## config.mk

```make
export PLATFORM = sky130hd
export DESIGN_NAME = seq_divider
export DESIGN_NICKNAME = d
export VERILOG_FILES = /design/src/rtl/div_pkg.sv /design/src/rtl/div_abs_neg.sv /design/src/rtl/seq_divider.sv
export SDC_FILE = /design/constraint.sdc
export NUM_CORES = 1
export LEC_CHECK = 0
export CAP_MARGIN = 10
export CORE_MARGIN = 2
export CORE_UTILIZATION = 58
export CTS_CLUSTER_DIAMETER = 50
export CTS_CLUSTER_SIZE = 10
export DETAILED_ROUTE_END_ITERATION = 8
export PLACE_DENSITY_LB_ADDON = 0.25
export SETUP_SLACK_MARGIN = 0.1
export SLEW_MARGIN = 20
export SYNTH_ARGS = -nofsm -noshare
export SYNTH_HDL_FRONTEND = slang
export SYNTH_SLANG_ARGS = --single-unit
```

## constraint.sdc

```tcl
create_clock -name clk -period 6.93 [get_ports clk]
set_input_delay 0.693 -clock clk [delete_from_list [all_inputs] [get_ports clk]]
set_output_delay 0.693 -clock clk [all_outputs]
set_load 0.01 [all_outputs]
```

## src/rtl/div_pkg.sv

```systemverilog
// -----------------------------------------------------------------------------
// div_pkg
// Shared definitions for the sequential divider:
//   div_state_e - divider controller states (DIV_IDLE / DIV_BUSY / DIV_DONE)
//   DIV_WIDTH   - default operand width
//   DIV_ITER    - iterations per full-length divide
//   DIVZ_QUOT   - quotient value returned for a zero divisor (all ones)
// -----------------------------------------------------------------------------
package div_pkg;

    localparam int unsigned DIV_WIDTH = 32;
    localparam int unsigned DIV_ITER  = 32;

    localparam logic [DIV_WIDTH-1:0] DIVZ_QUOT = '1;

    typedef enum logic [1:0] {
        DIV_IDLE = 2'd0,
        DIV_BUSY = 2'd1,
        DIV_DONE = 2'd2
    } div_state_e;

endpackage

```

## src/rtl/div_abs_neg.sv

```systemverilog
// -----------------------------------------------------------------------------
// div_abs_neg
// Combinational conditional two's-complement negate. Used to form operand
// magnitudes and to apply sign correction to the quotient and remainder.
// Ports:
//   din    [W-1:0]  value in
//   neg_en          1 = output -din, 0 = output din
//   dout   [W-1:0]  value out
// -----------------------------------------------------------------------------
module div_abs_neg #(
    parameter int unsigned W = 32
) (
    input  logic [W-1:0] din,
    input  logic         neg_en,
    output logic [W-1:0] dout
);

    always_comb begin
        dout = din;
        if (neg_en) begin
            dout = (~din) + W'(1);
        end
    end

endmodule

```

## src/rtl/seq_divider.sv

```systemverilog
// -----------------------------------------------------------------------------
// seq_divider
// Multi-cycle radix-2 restoring divider for DIV/DIVU. The EX stage holds
// start while a divide sits in EX and stalls until done. The result is
// {remainder, quotient}: upper half feeds HI, lower half feeds LO.
//
// Ports:
//   clk            rising-edge clock
//   rst            asynchronous reset, active low
//   start          divide request, sampled only in IDLE (may stay high)
//   cancel         abort the operation in flight (exception/flush)
//   flag_unsigned  1 = DIVU, 0 = DIV; captured with the operands
//   operand1       dividend (rs)
//   operand2       divisor (rt)
//   result         {remainder, quotient}, held until the next completion
//   done           one-cycle completion pulse
//   busy           high in BUSY and DONE
//
// Build option:
//   SEQ_DIV_FAST_PATH_EN - when defined, a zero divisor or |op1| < |op2|
//   completes straight from the launch edge instead of iterating.
// -----------------------------------------------------------------------------
module seq_divider
    import div_pkg::*;
#(
    parameter int unsigned WIDTH      = DIV_WIDTH,
    parameter int unsigned ITER_CNT_W = 6
) (
    input  logic                 clk,
    input  logic                 rst,
    input  logic                 start,
    input  logic                 cancel,
    input  logic                 flag_unsigned,
    input  logic [WIDTH-1:0]     operand1,
    input  logic [WIDTH-1:0]     operand2,
    output logic [2*WIDTH-1:0]   result,
    output logic                 done,
    output logic                 busy
);

    localparam logic [WIDTH-1:0] ALL_ONES = '1;

    div_state_e              state_q,  state_d;
    logic [ITER_CNT_W-1:0]   cnt_q,    cnt_d;
    logic [WIDTH-1:0]        rem_q,    rem_d;     // partial remainder
    logic [WIDTH-1:0]        dvd_q,    dvd_d;     // dividend shifting out, quotient shifting in
    logic [WIDTH-1:0]        dsr_q,    dsr_d;     // divisor magnitude
    logic [WIDTH-1:0]        op1_q,    op1_d;     // original dividend for the zero-divisor result
    logic                    qneg_q,   qneg_d;
    logic                    rneg_q,   rneg_d;
    logic                    divz_q,   divz_d;
    logic [2*WIDTH-1:0]      result_q, result_d;
    logic                    done_q,   done_d;
    logic                    busy_q,   busy_d;

    // Operand magnitudes (negated only for signed negative inputs)
    logic             neg1_en, neg2_en;
    logic [WIDTH-1:0] mag1, mag2;

    assign neg1_en = ~flag_unsigned & operand1[WIDTH-1];
    assign neg2_en = ~flag_unsigned & operand2[WIDTH-1];

    div_abs_neg #(.W(WIDTH)) u_abs_op1 (.din(operand1), .neg_en(neg1_en), .dout(mag1));
    div_abs_neg #(.W(WIDTH)) u_abs_op2 (.din(operand2), .neg_en(neg2_en), .dout(mag2));

    // One restoring iteration
    logic [WIDTH:0]   rem_shift;
    logic [WIDTH:0]   trial;
    logic             qbit;
    logic [WIDTH-1:0] rem_iter;
    logic [WIDTH-1:0] dvd_iter;

    always_comb begin
        rem_shift = {rem_q, dvd_q[WIDTH-1]};
        trial     = rem_shift - {1'b0, dsr_q};
        qbit      = ~trial[WIDTH];
        rem_iter  = qbit ? trial[WIDTH-1:0] : rem_shift[WIDTH-1:0];
        dvd_iter  = {dvd_q[WIDTH-2:0], qbit};
    end

    // Sign correction of the final iteration's outputs
    logic [WIDTH-1:0] quot_fix, rem_fix;

    div_abs_neg #(.W(WIDTH)) u_fix_quot (.din(dvd_iter), .neg_en(qneg_q), .dout(quot_fix));
    div_abs_neg #(.W(WIDTH)) u_fix_rem  (.din(rem_iter), .neg_en(rneg_q), .dout(rem_fix));

    always_comb begin
        state_d  = state_q;
        cnt_d    = cnt_q;
        rem_d    = rem_q;
        dvd_d    = dvd_q;
        dsr_d    = dsr_q;
        op1_d    = op1_q;
        qneg_d   = qneg_q;
        rneg_d   = rneg_q;
        divz_d   = divz_q;
        result_d = result_q;
        done_d   = 1'b0;
        busy_d   = busy_q;

        case (state_q)
            DIV_IDLE: begin
                busy_d = 1'b0;
                if (start && !cancel) begin
                    state_d = DIV_BUSY;
                    busy_d  = 1'b1;
                    op1_d   = operand1;
                    dvd_d   = mag1;
                    dsr_d   = mag2;
                    // Sign flags are pre-gated by signedness so DIVU needs no extra flop
                    qneg_d  = ~flag_unsigned & (operand1[WIDTH-1] ^ operand2[WIDTH-1]);
                    rneg_d  = ~flag_unsigned & operand1[WIDTH-1];
                    divz_d  = (operand2 == '0);
                    rem_d   = '0;
                    cnt_d   = ITER_CNT_W'(WIDTH);
`ifdef SEQ_DIV_FAST_PATH_EN
                    if ((operand2 == '0) || (mag1 < mag2)) begin
                        state_d  = DIV_DONE;
                        done_d   = 1'b1;
                        cnt_d    = '0;
                        result_d = {operand1, ((operand2 == '0) ? ALL_ONES : {WIDTH{1'b0}})};
                    end
`endif
                end
            end

            DIV_BUSY: begin
                if (cancel) begin
                    state_d = DIV_IDLE;
                    busy_d  = 1'b0;
                    cnt_d   = '0;
                end else begin
                    rem_d = rem_iter;
                    dvd_d = dvd_iter;
                    cnt_d = cnt_q - ITER_CNT_W'(1);
                    if (cnt_q == ITER_CNT_W'(1)) begin
                        state_d  = DIV_DONE;
                        done_d   = 1'b1;
                        result_d = divz_q ? {op1_q, ALL_ONES} : {rem_fix, quot_fix};
                    end
                end
            end

            DIV_DONE: begin
                state_d = DIV_IDLE;
                busy_d  = 1'b0;
            end

            default: begin
                state_d = DIV_IDLE;
                busy_d  = 1'b0;
            end
        endcase
    end

    always_ff @(posedge clk or negedge rst) begin
        if (!rst) begin
            state_q  <= DIV_IDLE;
            cnt_q    <= '0;
            rem_q    <= '0;
            dvd_q    <= '0;
            dsr_q    <= '0;
            op1_q    <= '0;
            qneg_q   <= 1'b0;
            rneg_q   <= 1'b0;
            divz_q   <= 1'b0;
            result_q <= '0;
            done_q   <= 1'b0;
            busy_q   <= 1'b0;
        end else begin
            state_q  <= state_d;
            cnt_q    <= cnt_d;
            rem_q    <= rem_d;
            dvd_q    <= dvd_d;
            dsr_q    <= dsr_d;
            op1_q    <= op1_d;
            qneg_q   <= qneg_d;
            rneg_q   <= rneg_d;
            divz_q   <= divz_d;
            result_q <= result_d;
            done_q   <= done_d;
            busy_q   <= busy_d;
        end
    end

    assign result = result_q;
    assign done   = done_q;
    assign busy   = busy_q;

endmodule

```

==> impl_metrics.csv <==
group,metric,value,unit
clock_tree,clockBufferDepth,3,
power_and_ir_drop,pwr-share-comb,0.577,
clock_tree,holdBufCountCts,0,
setup_path,arrival,6410,ps
logic_synthesis,dominantRegCellSynth,"dfrtp_1",
detailed_routing,wire_per_inst,19.5,um
setup_path,path_class,"flop to flop",
detailed_routing,drc,0,
logic_synthesis,synth_nets,1759,
power_and_ir_drop,clkPwrFrac,0.175,
finish,final_cells,2066,
logic_synthesis,yosys.area.top_type_share,0.380,
placement,io_buffers,134,
clock_tree,insertion_delay,560,ps
sta,fmax,168,MHz
logic_synthesis,synthArstFlopShare,1.00,
clock_tree,path_clk_slew,50,ps
placement,gp_congestion,0.965,
detailed_routing,wl,40.4,mm
power_and_ir_drop,p_seq_frac,0.249,
logic_synthesis,synth_enable_flop_cells,0,
global_routing,top_usage_layer,"met2",
floorplanning,fp.coreArea,22800,sq um
global_routing,grt_pass1_vias,12100,
logic_synthesis,syn_avg_cell_area,8.18,sq um
clock_tree,root_buffer,"clkbuf_16",
floorplanning,num_rows,55,
global_routing,grt_use_met2,0.505,
detailed_routing,num_vias,12800,
logic_synthesis,synth_most_common_cell,"nand2_1",
flow_run,cap_violations,0,
sta,whs,146,ps
setup_path,cp.required,7370,ps
sta,hold_viol,0,
floorplanning,die_area,24500,sq um
setup_path,worstSetupEndpointType,"flop",
finish,antenna_cells,0,
floorplanning,ioPinCount,135,
sta,relSlewSlack,0.259,
power_and_ir_drop,p_leak,6.83,nW
floorplanning,start_util,0.593,
global_routing,grt_max_degree,103,
sta,clock_skew,20.2,ps
detailed_routing,ant_nets,0,
status,status,"finished, final reports clean",
logic_synthesis,ys_top_cells_by_area,"dfrtp_1, nand2_1, o21ai_0",
clock_tree,post-cts-setup-buffer-count,0,
clock_tree,cts-htree-levels,1,
logic_synthesis,ys_ff_latch,205,
logic_synthesis,mappedNetlistArea,13500,sq um
clock_tree,cts_resized,0,
global_routing,grt_use_met1,0.492,
power_and_ir_drop,p_switching,3.81,mW
setup_path,critPathLaunchType,"flop",
placement,dp.cells,2021,
clock_tree,cts_buffers,29,
sta,final.min_clock_period,5970,ps
sta,worstMarginPinSlew,1110,ps
logic_synthesis,syn_inst,1651,
logic_synthesis,yosysSeqAreaShare,0.380,
power_and_ir_drop,ir_worst_vdd,0.358,mV
logic_synthesis,yosys.area.top_type,"dfrtp_1",
power_and_ir_drop,p_total,8.07,mW
finish,drive_gt1_frac,0.0548,
detailed_routing,viasPerCell,6.21,
sta,rsz0062_at_grt,"false",
power_and_ir_drop,p_int,4.25,mW
global_routing,grt_use_total,0.333,
finish,area_growth_syn_to_layout,17.7,%
detailed_routing,drtIter0Drc,1346,
sta,post-route-period-util,0.861,
logic_synthesis,yosys-top-cells-count,"nand2_1, dfrtp_1, o21ai_0, a21oi_1, nor2_1",
global_routing,antenna_found_initial,0,
sta,setup_viol,0,
clock_tree,clock_sink_count,205,
placement,hpwl,29.1,mm
logic_synthesis,yosys_warnings,0,
power_and_ir_drop,swShare,0.473,
sta,slew_violations,0,
finish,fin_nets,1847,
setup_path,crit_fanout,37,
hold_path,hp-class,"input port to async pin",
sta,tns,0,ps
global_routing,grt_pass1_wl,64.7,mm
floorplanning,fp.dieW,157,um
detailed_routing,detailedRoute.firstPassIterationCount,5,
floorplanning,dieHeight,157,um
global_routing,overflow,0,
global_routing,met3_usage,0.0557,
logic_synthesis,yosysUniqueCellTypes,89,
power_and_ir_drop,p_per_area,508,nW/um^2
clock_tree,cts_tree,"built",
## placed cells by master, fill, tap and decap left out, types with 14 or more instances in the layout
cell	instances
xor2_1	69
xnor2_1	63
nor2_1	128
a21oi_1	166
inv_1	56
nor3_1	33
o31ai_1	20
nand3_1	15
clkbuf_16	29
o21ai_1	17
or3_1	16
o21a_1	14
dfrtp_1	204
nand2_1	272
o21ai_0	179
ha_1	38
mux2i_1	35
clkdlybuf4s50_1	133
nor4_1	14
## cell type report
cell class                      instances  area, sq um
Timing Repair Buffer                  145         1430
Fill cell                            1882         6890
Clock buffer                           36          802
Clock inverter                          9          104
Tap cell                              313          392
Inverter                               58          220
Sequential cell                       205         5130
Multi-Input combinational cell       1300         7820
## metal layers
| layer | wire length (um) | vias to the layer above |
|---|---|---|
| met5 | 0 | - |
| met4 | 1190 | 0 |
| met3 | 3340 | 107 |
| met2 | 17800 | 575 |
| met1 | 18100 | 6160 |
| li1 | - | 5981 |
## state kept, by name, summed over array words and instances, names as in the netlist, 2 cells and up
name and cells:
rem_q 32, op1_q 32, state_q 2, dvd_q 32, dsr_q 32, result 64, cnt_q 6
## power groups by stage
stage	clock network (mW)	logic (mW)	registers, mW
after floorplan	0	3.21	1.93
after global placement	0	4.44	1.98
after detailed placement	0	4.51	2.00
after CTS	1.42	4.54	1.99
after global routing	1.47	5.08	2.06
final	1.41	4.65	2.00
## stage by stage
| stage | util | setup WS [ps] | instance area (sq um) |
|---|---|---|---|
| 2_1_floorplan | - | 1610 | 13500 |
| 3_3_place_gp | 0.658 | 1320 | 15000 |
| 3_5_place_dp | 0.658 | 1140 | 15000 |
| 4_1_cts | 0.697 | 1080 | 15900 |
| 5_1_grt | 0.698 | 466 | 15900 |
| 6_report | 0.698 | 961 | 15900 |
## worst max-delay path, stage by stage, from the launching register on
cell	delay [ps]
dfrtp_1	410
inv_1	90
ha_1	170
inv_1	60
fa_1	430
a211oi_2	240
o211ai_1	220
nand3b_1	210
a21oi_2	100
nor3_2	630
nor2_8	40
inv_4	360
mux2i_1	350
ha_1	270
nand2_1	60
or4_1	580
nor4_1	360
a2bb2oi_1	260
or3_1	420
o31ai_1	300
mux2i_1	220
nand3_1	80
## cell families (layout without fill, tap and decap cells)
group                    Yosys count  count (layout)  synth area share
XOR/XNOR                         132             132            0.0856
adder cells (fa/ha/maj)           39              39            0.0367
multiplexers                      42              42            0.0318
AND/OR/NAND/NOR                  579             579             0.198
flip-flops                       205             205             0.380
buffers and inverters            146             248            0.0435
AO/OA/AOI/OAI                    508             508             0.224
## final timing paths
kind	start	end	slack [ps]	cells past startpoint
min	rst	dsr_q[21]	150	1
min in group clk	op1_q[31]	op1_q[31]	470	2
max in group asynchronous	rst	qneg_q	5310	2
min reg2reg	op1_q[31]	op1_q[31]	470	2
max reg2reg	dvd_q[31]	result[62]	960	21
max	dvd_q[31]	result[62]	960	21
Note: power is estimated with default switching activity, not from simulation.
